[config.mk]
export PLATFORM = sky130hd
export DESIGN_NAME = seg7_io_driver
export DESIGN_NICKNAME = d
export VERILOG_FILES = /design/src/rtl/seg7_io_driver.sv
export SDC_FILE = /design/constraint.sdc
export NUM_CORES = 1
export LEC_CHECK = 0
export BUFFER_PORTS_ARGS = -buffer_cell sky130_fd_sc_hd__buf_2
export CAP_MARGIN = 20
export CELL_PAD_IN_SITES_DETAIL_PLACEMENT = 1
export CELL_PAD_IN_SITES_GLOBAL_PLACEMENT = 2
export CORE_MARGIN = 2
export CORE_UTILIZATION = 36
export DETAILED_ROUTE_END_ITERATION = 10
export PLACE_DENSITY = 0.85
export SETUP_SLACK_MARGIN = 0.4
export SLEW_MARGIN = 20
export SYNTH_ARGS = -nofsm -noshare
export SYNTH_HDL_FRONTEND = slang
export SYNTH_SLANG_ARGS = --single-unit
[constraint.sdc]
create_clock -name clock -period 2.6 [get_ports clock]
set_input_delay 0.26 -clock clock [delete_from_list [all_inputs] [get_ports clock]]
set_output_delay 0.26 -clock clock [all_outputs]
set_load 0.03 [all_outputs]
[src/rtl/seg7_io_driver.sv]
`default_nettype none
//------------------------------------------------------------------------------
// Module   : seg7_io_driver
// Purpose  : Memory-mapped 8-digit multiplexed seven-segment display driver.
//            Holds 32 bits of hex digit data, a digit-enable / decimal-point
//            control register and a blink mask. It scans the common-anode
//            digits with a refresh prescaler and provides combinational
//            readback, so loads complete in a single cycle.
// Ports    : clock      - CPU clock
//            rst        - synchronous active-high reset
//            seg_cs     - chip select from the IO address decoder
//            seg_write  - IO write strobe (halfword stores)
//            seg_read   - IO read strobe
//            seg_addr   - byte offset: 0 DATA_LO, 2 DATA_HI, 4 CTRL, 6 BLINK
//            seg_wdata  - write data (low halfword of the store data)
//            seg_rdata  - combinational readback data
//            seg_an     - digit anodes, active-low, bit i = digit i
//            seg_out    - segments, active-low, [7]=dp, [6:0]=g..a
// Revision : 1.0 - initial release
//------------------------------------------------------------------------------
module seg7_io_driver #(
    parameter int SCAN_DIV    = 100000,  // clock cycles per digit slot (>= 2)
    parameter int BLINK_TICKS = 256      // scan ticks per blink half-period (>= 1)
) (
    input  logic        clock,
    input  logic        rst,
    input  logic        seg_cs,
    input  logic        seg_write,
    input  logic        seg_read,
    input  logic [2:0]  seg_addr,
    input  logic [15:0] seg_wdata,
    output logic [15:0] seg_rdata,
    output logic [7:0]  seg_an,
    output logic [7:0]  seg_out
);

    localparam int c_PW = (SCAN_DIV > 2) ? $clog2(SCAN_DIV) : 1;
    localparam int c_BW = (BLINK_TICKS > 1) ? $clog2(BLINK_TICKS) : 1;
    localparam logic [c_PW-1:0] c_PRESC_MAX = c_PW'(SCAN_DIV - 1);
    localparam logic [c_BW-1:0] c_BLINK_MAX = c_BW'(BLINK_TICKS - 1);

    // Register offsets (byte addresses, halfword aligned)
    localparam logic [1:0] c_REG_DATA_LO = 2'd0;
    localparam logic [1:0] c_REG_DATA_HI = 2'd1;
    localparam logic [1:0] c_REG_CTRL    = 2'd2;
    localparam logic [1:0] c_REG_BLINK   = 2'd3;

    logic [31:0]     r_data;
    logic [15:0]     r_ctrl;
    logic [7:0]      r_blink;
    logic [c_PW-1:0] r_presc;
    logic [2:0]      r_idx;
    logic [c_BW-1:0] r_bcnt;
    logic            r_phase;   // 1 = blinking digits are off
    logic [7:0]      r_an;
    logic [7:0]      r_out;

    logic            w_tick;
    logic            w_wr;
    logic [3:0]      w_nib;
    logic            w_lit;
    logic [7:0]      w_an;
    logic [7:0]      w_out;

    // Active-low g..a pattern for one hex nibble.
    function automatic logic [6:0] hex_to_seg(input logic [3:0] nib);
        logic [6:0] seg;
        case (nib)
            4'h0: seg = 7'h40;
            4'h1: seg = 7'h79;
            4'h2: seg = 7'h24;
            4'h3: seg = 7'h30;
            4'h4: seg = 7'h19;
            4'h5: seg = 7'h12;
            4'h6: seg = 7'h02;
            4'h7: seg = 7'h78;
            4'h8: seg = 7'h00;
            4'h9: seg = 7'h10;
            4'hA: seg = 7'h08;
            4'hB: seg = 7'h03;
            4'hC: seg = 7'h46;
            4'hD: seg = 7'h21;
            4'hE: seg = 7'h06;
            default: seg = 7'h0E;
        endcase
        return seg;
    endfunction

    assign w_tick = (r_presc == c_PRESC_MAX);
    assign w_wr   = seg_cs & seg_write & ~seg_addr[0];

    // Bus register file. Odd offsets never write.
    always_ff @(posedge clock) begin
        if (rst) begin
            r_data  <= 32'h0;
            r_ctrl  <= 16'h0;
            r_blink <= 8'h0;
        end else if (w_wr) begin
            case (seg_addr[2:1])
                c_REG_DATA_LO: r_data[15:0]  <= seg_wdata;
                c_REG_DATA_HI: r_data[31:16] <= seg_wdata;
                c_REG_CTRL:    r_ctrl        <= seg_wdata;
                default:       r_blink       <= seg_wdata[7:0];
            endcase
        end
    end

    // Refresh prescaler, digit scan index and blink timing.
    always_ff @(posedge clock) begin
        if (rst) begin
            r_presc <= '0;
            r_idx   <= 3'd0;
            r_bcnt  <= '0;
            r_phase <= 1'b0;
        end else begin
            r_presc <= w_tick ? '0 : r_presc + 1'b1;
            if (w_tick) begin
                r_idx <= r_idx + 3'd1;
                if (r_bcnt == c_BLINK_MAX) begin
                    r_bcnt  <= '0;
                    r_phase <= ~r_phase;
                end else begin
                    r_bcnt <= r_bcnt + 1'b1;
                end
            end
        end
    end

    // Digit decode for the current slot; registered below so the pins are
    // glitch-free and always lag the index/registers by exactly one cycle.
    assign w_nib = r_data[{r_idx, 2'b00} +: 4];
    assign w_lit = r_ctrl[r_idx] & ~(r_blink[r_idx] & r_phase);
    assign w_an  = w_lit ? ~(8'b1 << r_idx) : 8'hFF;
    assign w_out = w_lit ? {~r_ctrl[{1'b1, r_idx}], hex_to_seg(w_nib)} : 8'hFF;

    always_ff @(posedge clock) begin
        if (rst) begin
            r_an  <= 8'hFF;
            r_out <= 8'hFF;
        end else begin
            r_an  <= w_an;
            r_out <= w_out;
        end
    end

    assign seg_an  = r_an;
    assign seg_out = r_out;

    // Combinational readback; odd offsets and deselected reads return zero.
    always_comb begin
        seg_rdata = 16'h0000;
        if (seg_cs && seg_read && !seg_addr[0]) begin
            case (seg_addr[2:1])
                c_REG_DATA_LO: seg_rdata = r_data[15:0];
                c_REG_DATA_HI: seg_rdata = r_data[31:16];
                c_REG_CTRL:    seg_rdata = r_ctrl;
                default:       seg_rdata = {8'h00, r_blink};
            endcase
        end
    end

endmodule
`default_nettype wire

==> run summary, run 1 <==
Routed Antenna Nets: 0
Fin Setup TNS: 0 ns
Reg-to-reg startpoint: r_idx[1]$_SDFFE_PP0N_
FFs w/ async S/R, synth: 0
Slew margin rel.: 0.441
Core Region: 13200 sq um
DR vias: 3984
RD Place Congestion: 0.827
Residual DRC: 0
Finished Layout Cells: 763
Top Ports: 56
Hold Path Origin: seg_wdata[9]
Syn_area_per_cell: 9.34 sq um
Setup violators final: 0
CTS buffer count: 9
Worst Skew: 0.0108 ns
Max Clk Rate: 471 MHz
Max cap viols: 0
R2r setup slk: 0.48 ns
R2R Path End: seg_out[3]$_SDFF_PP1_
Clock Sinks: 101
Hold crit path type: input pin to flop
Pin count of the biggest net entering global routing: 42
Crit-path max FO: 6
Synth unique cells: 49
Hold Path Sink: r_data[25]$_SDFFE_PP0P_
Most common cell after layout, fill and taps aside: dfxtp_1
DR vias/cell: 5.22
Pleak: 2.26 nW
Status: completed
Placed wire-length estimate: 9.78 mm
Number of synthesized flops with an enable pin: 0
DRT iter0 DRCs: 249
Clk buf depth: 2
Sequential-to-total area share from yosys stat: 0.419
First-pass GRT wire length: 22.4 mm
H-tree depth: 3
WHS Path Cells: 3
Cell count after synthesis: 517
Most frequent cells in the layout: 96 x dfxtp_1, 91 x nand2_1, 70 x nor2_1
Die Y: 120 um
Predominant post-synthesis flop cell: dfxtp_1
Drt pass-1 iters: 4
DP Worst Slack: 0.315 ns
CP Capture Type: flop
Power after layout: 3.14 mW
Global Route Usage Sum: 0.202
Final Hold Fails: 0
WS Path Type: flop to flop
Initial antenna violation count: 0
Crit path DAT: 2.36 ns
I/O Buffers: 55
CTS clock-pin slew for the worst setup and hold paths: 0.07 ns
DIE AREA: 14400 sq um
DP Cell Count: 735
Tmin final: 2.12 ns
Flops & latches, synth: 101
Final worst path period share: 0.817
Final Max Slew Viols: 0
Clock Latency Late Sink: 0.35 ns
Initial Utilization: 0.366
# diodes: 0
Setup crit start kind: flop
Share of cells above drive strength 1: 0.245
Maximum VDD drop: 0.276 mV
CTS tree: done
Area growth syn-to-layout: 19.3%
# rows: 42
Hold buffers post-CTS: 0
Worst reg-to-reg path cell count: 7
Worst-Margin Slew: 0.838 ns
GRT overflow: 0
Ys Warns: 0
RSZ-0062 raised after global routing: yes
PwrDens: 545 nW/um^2
Clk Tree Root Cell: clkbuf_16
Critical Path RT: 2.84 ns
Syn_nets: 555
Die Width: 120 um
Vias in the first global route: 4065
Final core area utilization: 0.437
WL/cell: 18.3 um
PnR worst setup slack: 0.475 ns
Mapped Area: 4830 sq um
Post-Route WL: 13.9 mm
Nets: 620
-- final cells by class --
class / instances / area (sq um)
fillers: 1548 / 7420
multi-input cells: 378 / 2680
flip-flops and latches: 101 / 2030
repair buffers: 83 / 490
clock buffers: 11 / 253
well taps: 176 / 220
clock inverters: 5 / 58.8
inverters: 9 / 37.5
-- where the power goes --
part	switching, mW	internal [mW]	total [mW]	leakage, nW
clock	0.605	0.799	1.40	0.148
sequential	0.0169	1.56	1.58	0.818
combinational	0.0991	0.0588	0.158	1.29
total	0.721	2.42	3.14	2.26
-- worst max path at each step --
| stage | startpoint | endpoint | slack (ns) |
|---|---|---|---|
| 3_5_place_dp | r_idx[0]$_SDFFE_PP0N_ | seg_out[3]$_SDFF_PP1_ | 0.31 |
| 2_1_floorplan | r_idx[1]$_SDFFE_PP0N_ | seg_out[3]$_SDFF_PP1_ | 0.45 |
| 5_1_grt | r_idx[1]$_SDFFE_PP0N_ | seg_out[3]$_SDFF_PP1_ | 0.33 |
| 3_3_place_gp | r_idx[0]$_SDFFE_PP0N_ | seg_out[3]$_SDFF_PP1_ | 0.47 |
| 4_1_cts | r_idx[0]$_SDFFE_PP0N_ | seg_out[3]$_SDFF_PP1_ | 0.41 |
| 6_report | r_idx[1]$_SDFFE_PP0N_ | seg_out[3]$_SDFF_PP1_ | 0.48 |
-- worst max-delay path, cell delays in order, from the launching register on --
cell	delay (ns)
dfxtp_2	0.40
mux4_2	0.55
mux2i_4	0.23
inv_1	0.11
ha_1	0.24
mux2i_1	0.20
mux2_2	0.21
nand2_1	0.07
-- flip-flops by register name (all words and copies together), names as in the netlist --
name and cells:
r_idx 3, r_bcnt 8, r_presc 17, r_blink 8
r_phase 1, r_data 32, seg_an 8, r_ctrl 16
seg_out 8
-- what timing repair did --
action / in CTS / in global routing
pin swaps: 0 / 2
setup endpoints to repair: 7 / 13
gates resized for setup: 3 / 14
setup buffers: 2 / 9
gates cloned: 1 / 0
-- cells in the mapped netlist (all sizes together) (6+ instances only) --
master  instances  area [sq um]
nor2           70           263
dfxtp         101          2020
ha             14           175
or3             6          37.5
nand3           7          35.0
xnor2           9          78.8
buf            12          90.1
nand2          94           353
o21ai           8          40.0
mux4           22           507
clkbuf         17          65.1
nor2b          10          62.6
nand4           7          50.1
a21oi          47           235
xor2           10          87.6
inv             8          30.0
mux2i          40           417
-- per-layer routing --
layer / vias up / part of all wire / wire, um / track usage
met5: - / 0 / 0 / 0
met4: 0 / 0.017 / 234 / 0.0684
met3: 16 / 0.053 / 736 / 0.0499
met2: 86 / 0.46 / 6390 / 0.313
met1: 1982 / 0.47 / 6570 / 0.275
li1: 1900 / - / - / -
-- logic make-up (layout without fill, tap and decap cells) --
| logic type | Yosys count | in the layout | share of synthesized area |
|---|---|---|---|
| AO/OA/AOI/OAI | 64 | 64 | 0.0728 |
| XOR/XNOR | 19 | 19 | 0.0344 |
| adder cells (fa/ha/maj) | 14 | 14 | 0.0363 |
| buffers and inverters | 38 | 108 | 0.0391 |
| flip-flops | 101 | 101 | 0.419 |
| multiplexers | 64 | 64 | 0.196 |
| AND/OR/NAND/NOR | 217 | 217 | 0.203 |
-- stage by stage --
stage	cell area [sq um]	hold slack (ns)
3_5_place_dp	5310	0.467
3_3_place_gp	5310	0.446
2_1_floorplan	4850	0.396
5_1_grt	5770	0.174
6_report	5770	0.161
4_1_cts	5650	0.157
No activity file was read; power rests on OpenSTA's default activity.
==> inputs of run 2 (changes only) <==
- ABC_AREA: unset -> 1
- CORE_UTILIZATION: 36 -> 29
- PLACE_DENSITY: 0.85 -> 0.81
- clock period: 2.6 -> 1.7 ns (I/O delays scaled with it)
==> run summary, run 2 <==
Status: completed
DRT iter0 DRCs: 223
Max Clk Rate: 621 MHz
Fill cells: 2136
Critical Path RT: 1.95 ns
Global Route Usage Sum: 0.196
DP Worst Slack: 0.00431 ns
Final Max Slew Viols: 0
CP cell instances: buf_4 -> buf_12 -> inv_12 -> nand2_1 -> nand3_1 -> nand2_1 -> nand2_1 -> nand3_2 -> nor2b_4 -> buf_6 -> nand3_1
Sequential-to-total area share from yosys stat: 0.391
Setup crit start kind: flop
Top Ports: 56
Fin Setup TNS: 0 ns
Power after layout: 4.95 mW
Die Width: 137 um
# rows: 48
H-tree depth: 3
Cell count after synthesis: 772
Crit-path slowest cell: dfxtp_4
RSZ-0062 raised after global routing: yes
Final worst path period share: 0.948
Most frequent cells in the layout: 139 x nand2_1, 62 x buf_4, 57 x a21oi_1
Most Used Layer, Global Route: met2
Worst-Margin Slew: 0.665 ns
Pint: 3.69 mW
Post-Route WL: 18.3 mm
CP Capture Type: flop
Flop pwr share: 0.490
Drt pass-1 iters: 4
Worst Skew: 0.0100 ns
Crit-path max FO: 12
Number of synthesized flops with an enable pin: 0
Tmin final: 1.61 ns
Yosys top cell by area: dfxtp_1
Core Region: 17400 sq um
Area growth syn-to-layout: 44.9%
Predominant post-synthesis flop cell: dfxtp_1
CP delay by family, top: simple AND/OR/NAND/NOR gates
Syn_area_per_cell: 6.69 sq um
Clk buf depth: 2
WS Path Type: flop to flop
DR vias/cell: 4.85
Share of cells above drive strength 1: 0.445
Synth unique cells: 35
Clock Sinks: 101
Met3 Track Usage GR: 0.0383
GRT overflow: 0
Placed wire-length estimate: 12.3 mm
Syn_nets: 810
CP Buf/Inv Count: 4
Finished Layout Cells: 1118
Hold crit path type: input pin to flop
Initial antenna violation count: 0
Final Hold Fails: 0
Die Y: 137 um
Top-count cell post-synth: nand2_1
CTS clock-pin slew for the worst setup and hold paths: 0.07 ns
PwrDens: 660 nW/um^2
Flops & latches, synth: 101
First-pass GRT wire length: 28.4 mm
Switching part of the total power: 0.254
Nets: 926
Setup violators final: 0
Fin area: 7490 sq um
Initial Utilization: 0.298
Mapped Area: 5170 sq um
Sw Pwr: 1.26 mW
Residual DRC: 0
Synth top cells by count: 167 x nand2_1, 101 x dfxtp_1, 95 x inv_1
CTS buffer count: 9
Vias in the first global route: 5440
Pin count of the biggest net entering global routing: 41
Pleak: 3.09 nW
Max reg flops: 32
Maximum VDD drop: 0.515 mV
Clk Tree Root Cell: clkbuf_16
CP dominant cell by count: nand2_1
CTS tree: done
PnR worst setup slack: 0.0884 ns
WL/cell: 16.4 um
Comb pwr share: 0.080
# diodes: 0
DR vias: 5421
Area fraction of the dominant cell type after synthesis: 0.391
Area contributors post-synth: dfxtp_1 39%, nand2_1 12%, inv_1 6.9%
Clk pwr share: 0.430
Final core area utilization: 0.432
Clock Latency Late Sink: 0.36 ns
I/O Buffers: 55
Hold WS: 0.0681 ns
Routed Antenna Nets: 0
RD Place Congestion: 0.808
DIE AREA: 18900 sq um
Biggest cell delay along the critical path: 0.36 ns
Largest regs: r_data: 32 flops, r_presc: 17 flops, r_ctrl: 16 flops
Ys Warns: 0
Placed Area: 5880 sq um
Slew margin rel.: 0.556
Max cap viols: 0
Met1 usage: 0.231
DP Cell Count: 1045
Most common cell after layout, fill and taps aside: nand2_1
Crit path DAT: 1.86 ns
Hold buffers post-CTS: 0
Most flops, register: r_data
FFs w/ async S/R, synth: 0
Met2 GRT Util: 0.361
run 2: path summary, 6_finish.rpt:
| path | start | to | slack, ns | cells past startpoint |
|---|---|---|---|---|
| worst max-delay path | r_idx[0]$_SDFFE_PP0N_ | seg_out[3]$_SDFF_PP1_ | 0.09 | 11 |
| worst min-delay path | seg_wdata[11] | r_ctrl[11]$_SDFFE_PP0P_ | 0.07 | 3 |
| worst max register to register | r_idx[0]$_SDFFE_PP0N_ | seg_out[3]$_SDFF_PP1_ | 0.09 | 11 |
| worst min register to register | r_ctrl[0]$_SDFFE_PP0P_ | r_ctrl[0]$_SDFFE_PP0P_ | 0.47 | 2 |
run 2: area by class of cell:
class	count	area (sq um)	area share
Clock buffer	11	233	0.0311
Clock inverter	5	61.3	0.00819
Inverter	112	459	0.0613
Multi-Input combinational cell	528	3280	0.437
Sequential cell	101	2090	0.279
Tap cell	225	282	0.0376
Timing Repair Buffer	134	1070	0.142
Timing Repair inverter	2	23.8	0.00317
run 2: cell families (layout without fill, tap and decap cells):
kind of cell / Yosys count / count (layout) / synth area share
buffers and inverters: 144 / 264 / 0.112
adder cells (fa/ha/maj): 14 / 14 / 0.0339
AO/OA/AOI/OAI: 160 / 160 / 0.166
flip-flops: 101 / 101 / 0.391
XOR/XNOR: 6 / 6 / 0.0102
AND/OR/NAND/NOR: 347 / 348 / 0.287
run 2: worst reg2reg max path, stage by stage, from the launching register on:
cell     delay, ns
dfxtp_4       0.36
buf_4         0.15
buf_12        0.13
inv_12        0.07
nand2_1       0.07
nand3_1       0.07
nand2_1       0.08
nand2_1       0.09
nand3_2       0.09
nor2b_4       0.17
buf_6         0.13
nand3_1       0.08
run 2: timing repair:
| item | 4_1_cts | 5_1_grt |
|---|---|---|
| cloned | 3 | 2 |
| resized for setup | 217 | 93 |
| pin swaps | 53 | 48 |
| setup endpoints to repair | 61 | 62 |
| buffers inserted | 37 | 15 |
run 2: routing by layer:
metal / routed length, um / up-vias
met2: 9590 / 69
met4: 364 / 0
met1: 7760 / 2594
li1: - / 2732
met5: 0 / -
met3: 600 / 26
run 2: power groups by stage:
stage,clock [mW],combinational (mW),sequential (mW)
after floorplan,0,0.173,2.47
after global placement,0,0.301,2.47
after detailed placement,0,0.303,2.47
after CTS,2.19,0.358,2.42
after global routing,2.28,0.433,2.43
final,2.13,0.393,2.42
==> inputs of run 3 (changes only) <==
- REMOVE_ABC_BUFFERS: unset -> 1
==> run summary, run 3 (synthesis results as in run 2) <==
Setup violators final: 0
CTS tree: done
Fill cells: 2100
Hold Path Origin: seg_wdata[9]
Hold crit path type: input pin to flop
I/O Buffers: 55
WL/cell: 16.7 um
Worst-Margin Slew: 0.516 ns
RSZ-0062 raised after global routing: yes
CP Capture Type: flop
Drt pass-1 iters: 4
Max reg flops: 32
Initial antenna violation count: 0
Pin count of the biggest net entering global routing: 34
DR vias/cell: 4.96
Clk buf depth: 2
PwrDens: 662 nW/um^2
Most frequent cells in the layout: 135 x nand2_1, 67 x buf_4, 60 x a21oi_1
Final Hold Fails: 0
# diodes: 0
Global Route Usage Sum: 0.195
Hold Path Sink: r_ctrl[9]$_SDFFE_PP0P_
Final worst path period share: 0.917
Fin area: 7660 sq um
# rows: 48
Final Max Slew Viols: 0
Placed wire-length estimate: 12.0 mm
Vias in the first global route: 5442
Pleak: 3.18 nW
Share of cells above drive strength 1: 0.456
PnR worst setup slack: 0.141 ns
Slew margin rel.: 0.653
Placed Area: 5840 sq um
Maximum VDD drop: 0.554 mV
DRT iter0 DRCs: 199
Worst Skew: 0.00844 ns
Largest regs: r_data: 32 flops, r_presc: 17 flops, r_ctrl: 16 flops
Reg area: 2090 sq um
Max Clk Rate: 641 MHz
R2r setup slk: 0.14 ns
Routed Antenna Nets: 0
R2R Path End: seg_out[0]$_SDFF_PP1_
Residual DRC: 0
RD Place Congestion: 0.811
CTS clock-pin slew for the worst setup and hold paths: 0.07 ns
Crit-path max FO: 6
Critical Path RT: 1.94 ns
Worst reg-to-reg path cell count: 9
Setup crit start kind: flop
Crit path DAT: 1.80 ns
Multi-input logic area: 3360 sq um
Area growth syn-to-layout: 48.2%
Clock Sinks: 101
DR vias: 5582
CTS buffer count: 9
Post-Route WL: 18.8 mm
Final core area utilization: 0.441
WHS Path Cells: 3
Top Ports: 56
Hold buffers post-CTS: 0
Die Y: 137 um
H-tree depth: 3
DP Worst Slack: -0.00591 ns
Initial Utilization: 0.298
Max cap viols: 0
Core Region: 17400 sq um
DIE AREA: 18900 sq um
Tmin final: 1.56 ns
First-pass GRT wire length: 28.5 mm
Die Width: 137 um
Most common cell after layout, fill and taps aside: nand2_1
Status: completed
WS Path Type: flop to flop
GRT overflow: 0
Reg-to-reg startpoint: r_idx[0]$_SDFFE_PP0N_
Nets: 934
Clk Tree Root Cell: clkbuf_16
Most flops, register: r_data
Clock Latency Late Sink: 0.36 ns
-- run 3: cell count changes in the layout (fill, tap and decap cells not counted), sizes merged --
cell and delta:
clkinv +2, buf +7, inv -1, clkbuf +1
bufinv +1, clkinvlp -2
-- run 3: worst max-delay path, cell delays in order (launching register included) --
cell	delay (ns)
dfxtp_4	0.40
buf_8	0.14
buf_12	0.11
nand2_1	0.08
nand3_1	0.13
nand3_2	0.10
nand3_4	0.09
nor2b_4	0.18
buf_6	0.15
nand3_2	0.06
-- run 3: how the worst max path moves through the flow --
stage,startpoint,cells after the start,slack (ns),end
after floorplan,r_idx[0]$_SDFFE_PP0N_,9,-0.53,seg_out[3]$_SDFF_PP1_
after global routing,r_idx[0]$_SDFFE_PP0N_,10,0.07,seg_out[0]$_SDFF_PP1_
final,r_idx[0]$_SDFFE_PP0N_,9,0.14,seg_out[0]$_SDFF_PP1_
after global placement,r_idx[0]$_SDFFE_PP0N_,9,0.01,seg_an[1]$_SDFF_PP1_
after detailed placement,r_idx[0]$_SDFFE_PP0N_,11,-0.006,seg_out[6]$_SDFF_PP1_
after CTS,r_idx[0]$_SDFFE_PP0N_,9,0.19,seg_out[4]$_SDFF_PP1_
-- run 3: metal layers --
layer	wire, um	part of all wire	track usage
met5	0	0	0
met4	431	0.023	0.0584
met3	524	0.028	0.0353
met2	9580	0.51	0.347
met1	8260	0.44	0.237
-- run 3: final cells by class --
cell class,instances,share of cell area
Clock buffer,11,0.0304
Inverter,112,0.0600
Tap cell,225,0.0368
Timing Repair inverter,2,0.00196
Sequential cell,101,0.272
Clock inverter,5,0.00980
Timing Repair Buffer,142,0.150
Multi-Input combinational cell,528,0.439
-- run 3: repair_timing --
action | CTS | global route
cloned | 3 | 3
setup endpoints to repair | 61 | 64
resized for setup | 188 | 160
pin swaps | 45 | 71
setup buffers | 21 | 30
-- run 3: power by group --
| group | internal, mW | switching, mW | leakage [nW] | total, mW |
|---|---|---|---|---|
| clock network | 1.29 | 0.939 | 0.153 | 2.22 |
| logic | 0.153 | 0.268 | 2.18 | 0.421 |
| registers | 2.40 | 0.0241 | 0.839 | 2.42 |
-- run 3: through the flow --
| stage | TNS, ns | instances | total power, mW | hold slack [ns] |
|---|---|---|---|---|
| after floorplan | -4.41 | 740 | 2.63 | 0.239 |
| after global placement | 0 | 1053 | 2.76 | 0.429 |
| after detailed placement | -0.00591 | 1053 | 2.77 | 0.434 |
| after CTS | 0 | 1093 | 5.04 | 0.0533 |
| after global routing | 0 | 1126 | 5.25 | 0.0908 |
| final | 0 | 1126 | 5.07 | 0.0648 |
